$ cat src/rtl/cpu_imem_pkg.sv
// cpu_imem_pkg: shared constants and FSM encoding
// for the instruction-memory line buffer.
package cpu_imem_pkg;

  localparam int LINE_WORDS = 4;
  localparam int LINE_IDX_W = 2;
  localparam int TAG_LSB    = 4;

  typedef enum logic {
    S_IDLE = 1'b0,
    S_FILL = 1'b1
  } state_e;

endpackage

$ cat src/rtl/cpu_imem_line.sv
// cpu_imem_line: one cache line of words with a
// write port, combinational read port, tag and valid.
module cpu_imem_line
  import cpu_imem_pkg::*;
#(
  parameter int WORDS  = LINE_WORDS,
  parameter int IDX_W  = LINE_IDX_W,
  parameter int DATA_W = 32,
  parameter int TAG_W  = 28
) (
  input  logic              clk_i,
  input  logic              rst_i,
  input  logic              we_i,
  input  logic [IDX_W-1:0]  widx_i,
  input  logic [DATA_W-1:0] wdat_i,
  input  logic [IDX_W-1:0]  ridx_i,
  output logic [DATA_W-1:0] rdat_o,
  input  logic              tag_we_i,
  input  logic [TAG_W-1:0]  tag_i,
  output logic [TAG_W-1:0]  tag_o,
  input  logic              valid_we_i,
  input  logic              valid_i,
  output logic              valid_o
);

  logic [DATA_W-1:0] words_q [WORDS];
  logic [TAG_W-1:0]  tag_q;
  logic              valid_q;

  // Data words need no reset; valid guards them.
  always_ff @(posedge clk_i) begin
    if (we_i) words_q[widx_i] <= wdat_i;
  end

  // Tag and valid bits.
  always_ff @(posedge clk_i or posedge rst_i) begin
    if (rst_i) begin
      tag_q   <= '0;
      valid_q <= 1'b0;
    end else begin
      if (tag_we_i)   tag_q   <= tag_i;
      if (valid_we_i) valid_q <= valid_i;
    end
  end

  assign rdat_o  = words_q[ridx_i];
  assign tag_o   = tag_q;
  assign valid_o = valid_q;

endmodule

$ cat src/rtl/cpu_imem_fill.sv
// cpu_imem_fill: single-line instruction buffer that
// refills over Wishbone classic on a fetch miss.
module cpu_imem_fill #(
  parameter int LINE_WORDS = 4,
  parameter int ADDR_WIDTH = 32
) (
  input  logic                  clk_i,
  input  logic                  rst_i,
  input  logic [ADDR_WIDTH-1:0] imem_address_i,
  output logic [31:0]           imem_data_o,
  output logic                  stall_o,
  input  logic                  flush_i,
  output logic [ADDR_WIDTH-1:0] wb_adr_o,
  output logic                  wb_cyc_o,
  output logic                  wb_stb_o,
  output logic                  wb_we_o,
  output logic [3:0]            wb_sel_o,
  input  logic [31:0]           wb_dat_i,
  input  logic                  wb_ack_i
);

  import cpu_imem_pkg::*;

  localparam int IDX_W = $clog2(LINE_WORDS);
  localparam int TAG_W = ADDR_WIDTH - TAG_LSB;
  localparam logic [IDX_W-1:0] LAST =
    IDX_W'(LINE_WORDS - 1);

  state_e              state_q, state_d;
  logic [IDX_W-1:0]    fill_idx_q, fill_idx_d;
  logic [TAG_W-1:0]    fill_tag_q, fill_tag_d;
  logic                poison_q, poison_d;
  logic [ADDR_WIDTH-1:0] adr_q, adr_d;
  logic                cyc_q, cyc_d;

  logic [TAG_W-1:0]    addr_tag;
  logic [IDX_W-1:0]    addr_idx;
  logic [TAG_W-1:0]    line_tag;
  logic [31:0]         line_rdat;
  logic                line_valid;
  logic                hit;
  logic                l_we, l_tag_we;
  logic                l_valid_we, l_valid;
  logic                unused_addr;

  assign addr_tag    = imem_address_i[ADDR_WIDTH-1:TAG_LSB];
  assign addr_idx    = imem_address_i[2 +: IDX_W];
  assign unused_addr = ^imem_address_i[1:0];

  assign hit         = line_valid && (addr_tag == line_tag);
  assign imem_data_o = hit ? line_rdat : 32'h0;
  assign stall_o     = !hit;

  assign wb_adr_o = adr_q;
  assign wb_cyc_o = cyc_q;
  assign wb_stb_o = cyc_q;
  assign wb_we_o  = 1'b0;
  assign wb_sel_o = 4'hF;

  cpu_imem_line #(
    .WORDS  (LINE_WORDS),
    .IDX_W  (IDX_W),
    .DATA_W (32),
    .TAG_W  (TAG_W)
  ) u_line (
    .clk_i      (clk_i),
    .rst_i      (rst_i),
    .we_i       (l_we),
    .widx_i     (fill_idx_q),
    .wdat_i     (wb_dat_i),
    .ridx_i     (addr_idx),
    .rdat_o     (line_rdat),
    .tag_we_i   (l_tag_we),
    .tag_i      (fill_tag_q),
    .tag_o      (line_tag),
    .valid_we_i (l_valid_we),
    .valid_i    (l_valid),
    .valid_o    (line_valid)
  );

  // FSM and Wishbone master registers.
  always_ff @(posedge clk_i or posedge rst_i) begin
    if (rst_i) begin
      state_q    <= S_IDLE;
      fill_idx_q <= '0;
      fill_tag_q <= '0;
      poison_q   <= 1'b0;
      adr_q      <= '0;
      cyc_q      <= 1'b0;
    end else begin
      state_q    <= state_d;
      fill_idx_q <= fill_idx_d;
      fill_tag_q <= fill_tag_d;
      poison_q   <= poison_d;
      adr_q      <= adr_d;
      cyc_q      <= cyc_d;
    end
  end

  // Miss detection, word-ordered refill, flush/poison.
  always_comb begin
    state_d    = state_q;
    fill_idx_d = fill_idx_q;
    fill_tag_d = fill_tag_q;
    poison_d   = poison_q;
    adr_d      = adr_q;
    cyc_d      = cyc_q;
    l_we       = 1'b0;
    l_tag_we   = 1'b0;
    l_valid_we = 1'b0;
    l_valid    = 1'b0;
    unique case (state_q)
      S_IDLE: begin
        poison_d = 1'b0;
        if (flush_i) begin
          l_valid_we = 1'b1;
        end else if (!hit) begin
          fill_tag_d = addr_tag;
          fill_idx_d = '0;
          l_valid_we = 1'b1;
          adr_d      = {addr_tag, {IDX_W{1'b0}}, 2'b00};
          cyc_d      = 1'b1;
          state_d    = S_FILL;
        end
      end
      S_FILL: begin
        if (flush_i) poison_d = 1'b1;
        if (wb_ack_i) begin
          l_we       = 1'b1;
          fill_idx_d = fill_idx_q + 1'b1;
          if (fill_idx_q == LAST) begin
            l_tag_we   = 1'b1;
            l_valid_we = 1'b1;
            l_valid    = !(poison_q || flush_i);
            poison_d   = 1'b0;
            cyc_d      = 1'b0;
            state_d    = S_IDLE;
          end else begin
            adr_d = {fill_tag_q, fill_idx_d, 2'b00};
          end
        end
      end
      default: state_d = S_IDLE;
    endcase
  end

endmodule
$ cat config.mk
export PLATFORM = sky130hd
export DESIGN_NAME = cpu_imem_fill
export DESIGN_NICKNAME = d
export VERILOG_FILES = /design/src/rtl/cpu_imem_pkg.sv /design/src/rtl/cpu_imem_line.sv /design/src/rtl/cpu_imem_fill.sv
export SDC_FILE = /design/constraint.sdc
export NUM_CORES = 1
export LEC_CHECK = 0
export ABC_AREA = 0
export ABC_CLOCK_PERIOD_IN_PS = 4500
export CORE_MARGIN = 4
export CORE_UTILIZATION = 54
export CTS_BUF_LIST = sky130_fd_sc_hd__clkbuf_8 sky130_fd_sc_hd__clkbuf_16
export DETAILED_ROUTE_END_ITERATION = 10
export GPL_ROUTABILITY_DRIVEN = 0
export PLACE_DENSITY = 0.91
export SYNTH_ARGS = -nofsm -noshare
export SYNTH_HDL_FRONTEND = slang
export SYNTH_HIERARCHICAL = 1
export SYNTH_SLANG_ARGS = --single-unit
$ cat constraint.sdc
create_clock -name clk_i -period 4.5 [get_ports clk_i]
set_input_delay 0.45 -clock clk_i [delete_from_list [all_inputs] [get_ports clk_i]]
set_output_delay 0.45 -clock clk_i [all_outputs]
set_load 0.01 [all_outputs]
==> metrics.txt <==
largest net degree at the start of global routing=between 40 and 50; Worst slew margin=a little under two fifths; Slew Viols, Final=0; max-cap violations=0; Power Internal=0.00482 W; RSZ-0062 raised after global routing=no; gr busiest metal=met2; antenna diode count=0; Lkg Pwr=4.24 nW; final hold slack=about 400 ps; mux contribution to synthesized area=around 15%; overflow left after global routing=0; routed wire length=about 21000 um; register area=6150 um^2; status=finished, final reports clean; worst-margin pin slew=between 900 and 1000 ps; Clock transition at path regs=60 ps; post-synth cell types=49; Antenna Violating Nets Remaining=0; Power Density=slightly below 600 nW/um^2; post-layout min period=roughly 3700 ps; hpwl dp=13600 um; Synth Flop Type=edfxtp_1; Finished Layout Cells=930; Yosys warnings=6; I/O Buffers=between 100 and 150; final setup violation count=0; Iter 0 DRT Violations=about 400; Post-CTS Setup Inserts=0; Compound-Gate Fraction of Synth Area=about 5.4%; met2 GRT Util=37.7%; GR Util met1=around 28%; setup tns final=0 ps; dpl ws=a little over 800 ps; sequential-to-total area share from yosys stat=roughly 66%; Cell Rows=47; Layout Skew=between 10 and 15 ps; first-pass GRT wire length=about 33000 um; CTS hold repair buffers=0; vias per cell=5.91; Clock Latency Late Sink=roughly 490 ps; main combinational cell family by area after synthesis=multiplexers; Initial Util=between 50% and 60%; final hold viol count=0; CP Data Required Time=approximately 4100 ps; wire per inst=~23 um; leading cell types in the layout, fill and taps excluded=clkdlybuf4s50_1 (129), edfxtp_1 (128), dfrtp_1 (92); antenna violations before repair=0; post-cts resize count=0; met3 Use GR=between 3 and 4%; H-tree Lvls=1; WS Path Type=in2out; Tcrit/Tclk final=between 80% and 90%; Root Driver=clkbuf_16; die height=139 um; startpoint types=input port; IO Count=140; total power=0.00676 W; Post-route DRC=0; CTS tree=built; critical path arrival=between 3000 and 4000 ps; Sink Count=220; asr flop ratio synth=41.8%; most common cell after layout, fill and taps aside=clkdlybuf4s50_1; sw power=between 0.0015 and 0.002 W; area grow syn2layout=23.4%; Overall Global Routing Usage=between 20% and 30%; via count=5499; Num CTS Buffers=23; EDFF count, synth=~130; area share of and/or/nand/nor cells after synthesis=~8%; Cells after Synth=between 500 and 600; combinational share of power=25.2%; CTS max path bufs=3; nets=about 760; Fill cells=between 1000 and 1500; clock network power share=between 20% and 30%; Cell Area, Synth=9330 um^2; Seq pwr share=between 40% and 50%; die area=19500 um^2; area of the core=between 15000 and 20000 um^2; adder-cell share of the synthesized area=0.134%; Die X=roughly 140 um; share of layout cells above drive strength 1=18.6%; Post-Synth XOR/XNOR Area=2.63%; Synth Register Bits=220; iteration count of the initial detailed-routing pass=4; footprint of the multi-input gates=around 2900 um^2; vias in the first global route=roughly 6000; placed insts=just under 900; switch share=28.7%; CP endpoint kind=output port; Final WS setup=809 ps; Hold Path Class=in2async; syn_area_per_cell=~17 um^2; worst-path maximum fanout=33; Worst VDD drop=between 400 and 500 uV; f_max=271 MHz
[final timing paths]
| check | slack [ps] | end | startpoint | cells past startpoint |
|---|---|---|---|---|
| max in group asynchronous | 3110 | fill_tag_q[6]$_DFFE_PP0P_ | rst_i | 3 |
| worst min-delay path | 400 | u_line/tag_o[5]$_DFFE_PP0P_ | rst_i | 3 |
| worst max-delay path | 810 | imem_data_o[26] | imem_address_i[22] | 8 |
| min in group clk_i | 500 | fill_tag_q[4]$_DFFE_PP0P_ | fill_tag_q[4]$_DFFE_PP0P_ | 1 |
| worst max register to register | 1470 | u_line/words_q[2][5]$_DFFE_PP_ | state_q$_DFF_PP0_ | 3 |
| worst min register to register | 500 | fill_tag_q[4]$_DFFE_PP0P_ | fill_tag_q[4]$_DFFE_PP0P_ | 1 |
[layer usage]
| metal | vias up | share of wire (%) | wire (um) |
|---|---|---|---|
| met5 | - | 0 | 0 |
| met4 | 0 | 2.3 | 475 |
| met3 | 41 | 6.4 | 1340 |
| met2 | 225 | 53 | 11000 |
| met1 | 2814 | 39 | 8130 |
| li1 | 2419 | - | - |
[power by group through the flow]
stage | sequential (W) | combinational, W | clock, W
final | 0.00316 | 0.00170 | 0.00191
after global placement | 0.00311 | 0.00163 | 0
after floorplan | 0.00311 | 0.00102 | 0
after detailed placement | 0.00318 | 0.00171 | 0
after CTS | 0.00315 | 0.00172 | 0.00194
after global routing | 0.00321 | 0.00184 | 0.00204
[metrics by stage]
step           area [um^2]  util, %
2_1_floorplan         9350        -
3_3_place_gp         10700     64.0
3_5_place_dp         10700     64.0
4_1_cts              11500     68.7
5_1_grt              11500     68.7
6_report             11500     68.7
[sequential cells by signal, indices dropped and copies added (netlist names)]
signal / count
fill_idx_q: 2
fill_tag_q: 28
poison_q: 1
state_q: 1
u_line/tag_o: 28
u_line/valid_o: 1
u_line/words_q: 128
wb_adr_o: 30
wb_cyc_o: 1
[kinds of logic (layout without fill, tap and decap cells)]
group,after synthesis,after routing
adder cells (fa/ha/maj),1,1
buffers and inverters,44,187
multiplexers,90,90
XOR/XNOR,28,28
AO/OA/AOI/OAI,61,61
flip-flops,220,220
AND/OR/NAND/NOR,116,116
other,2,7
[Yosys cell counts, types with 2 or more instances]
master     instances  area, um^2
dfrtp_1           92        2300
or3_1             21         131
nor3_1             2        10.0
a2111oi_0         10        87.6
mux2_1            27         304
buf_4             10        75.1
nand4_1            3        18.8
a22o_1             2        17.5
nor2_1            15        56.3
edfxtp_1         128        3840
clkbuf_1          11        41.3
mux4_2            30         676
nor4b_2            2        30.0
o21ai_0           12        60.1
and2_1            40         250
buf_6              5        56.3
mux2_2            31         349
or2_2              3        18.8
xor2_1            25         219
buf_2             10        50.1
mux4_1             2        52.6
and3b_1            3        26.3
nor4_4             2        42.5
buf_12             3        60.1
a221o_1            7        70.1
nand2_1           15        56.3
xnor2_1            3        26.3
inv_1              4        15.0
o21ai_1            2        10.0
a211oi_1          10        75.1
o221a_1           11         124
nor4_2             3        37.5
conb_1             2        7.51
[worst max-delay path: stages]
cell and delay (ps):
clkdlybuf4s50_1 480, xor2_1 200, nor4_2 430, nand4_1 210
nor4_4 340, buf_4 360, and2_1 200, clkdlybuf4s50_1 550
[layout make-up]
class	count	share of cell area [%]
Multi-Input combinational cell	303	25.3
Clock inverter	10	0.706
Tap cell	220	2.39
Clock buffer	31	6.15
Sequential cell	220	53.3
Inverter	5	0.163
Timing Repair Buffer	141	12.0
Note: power is estimated with default switching activity, not from simulation.
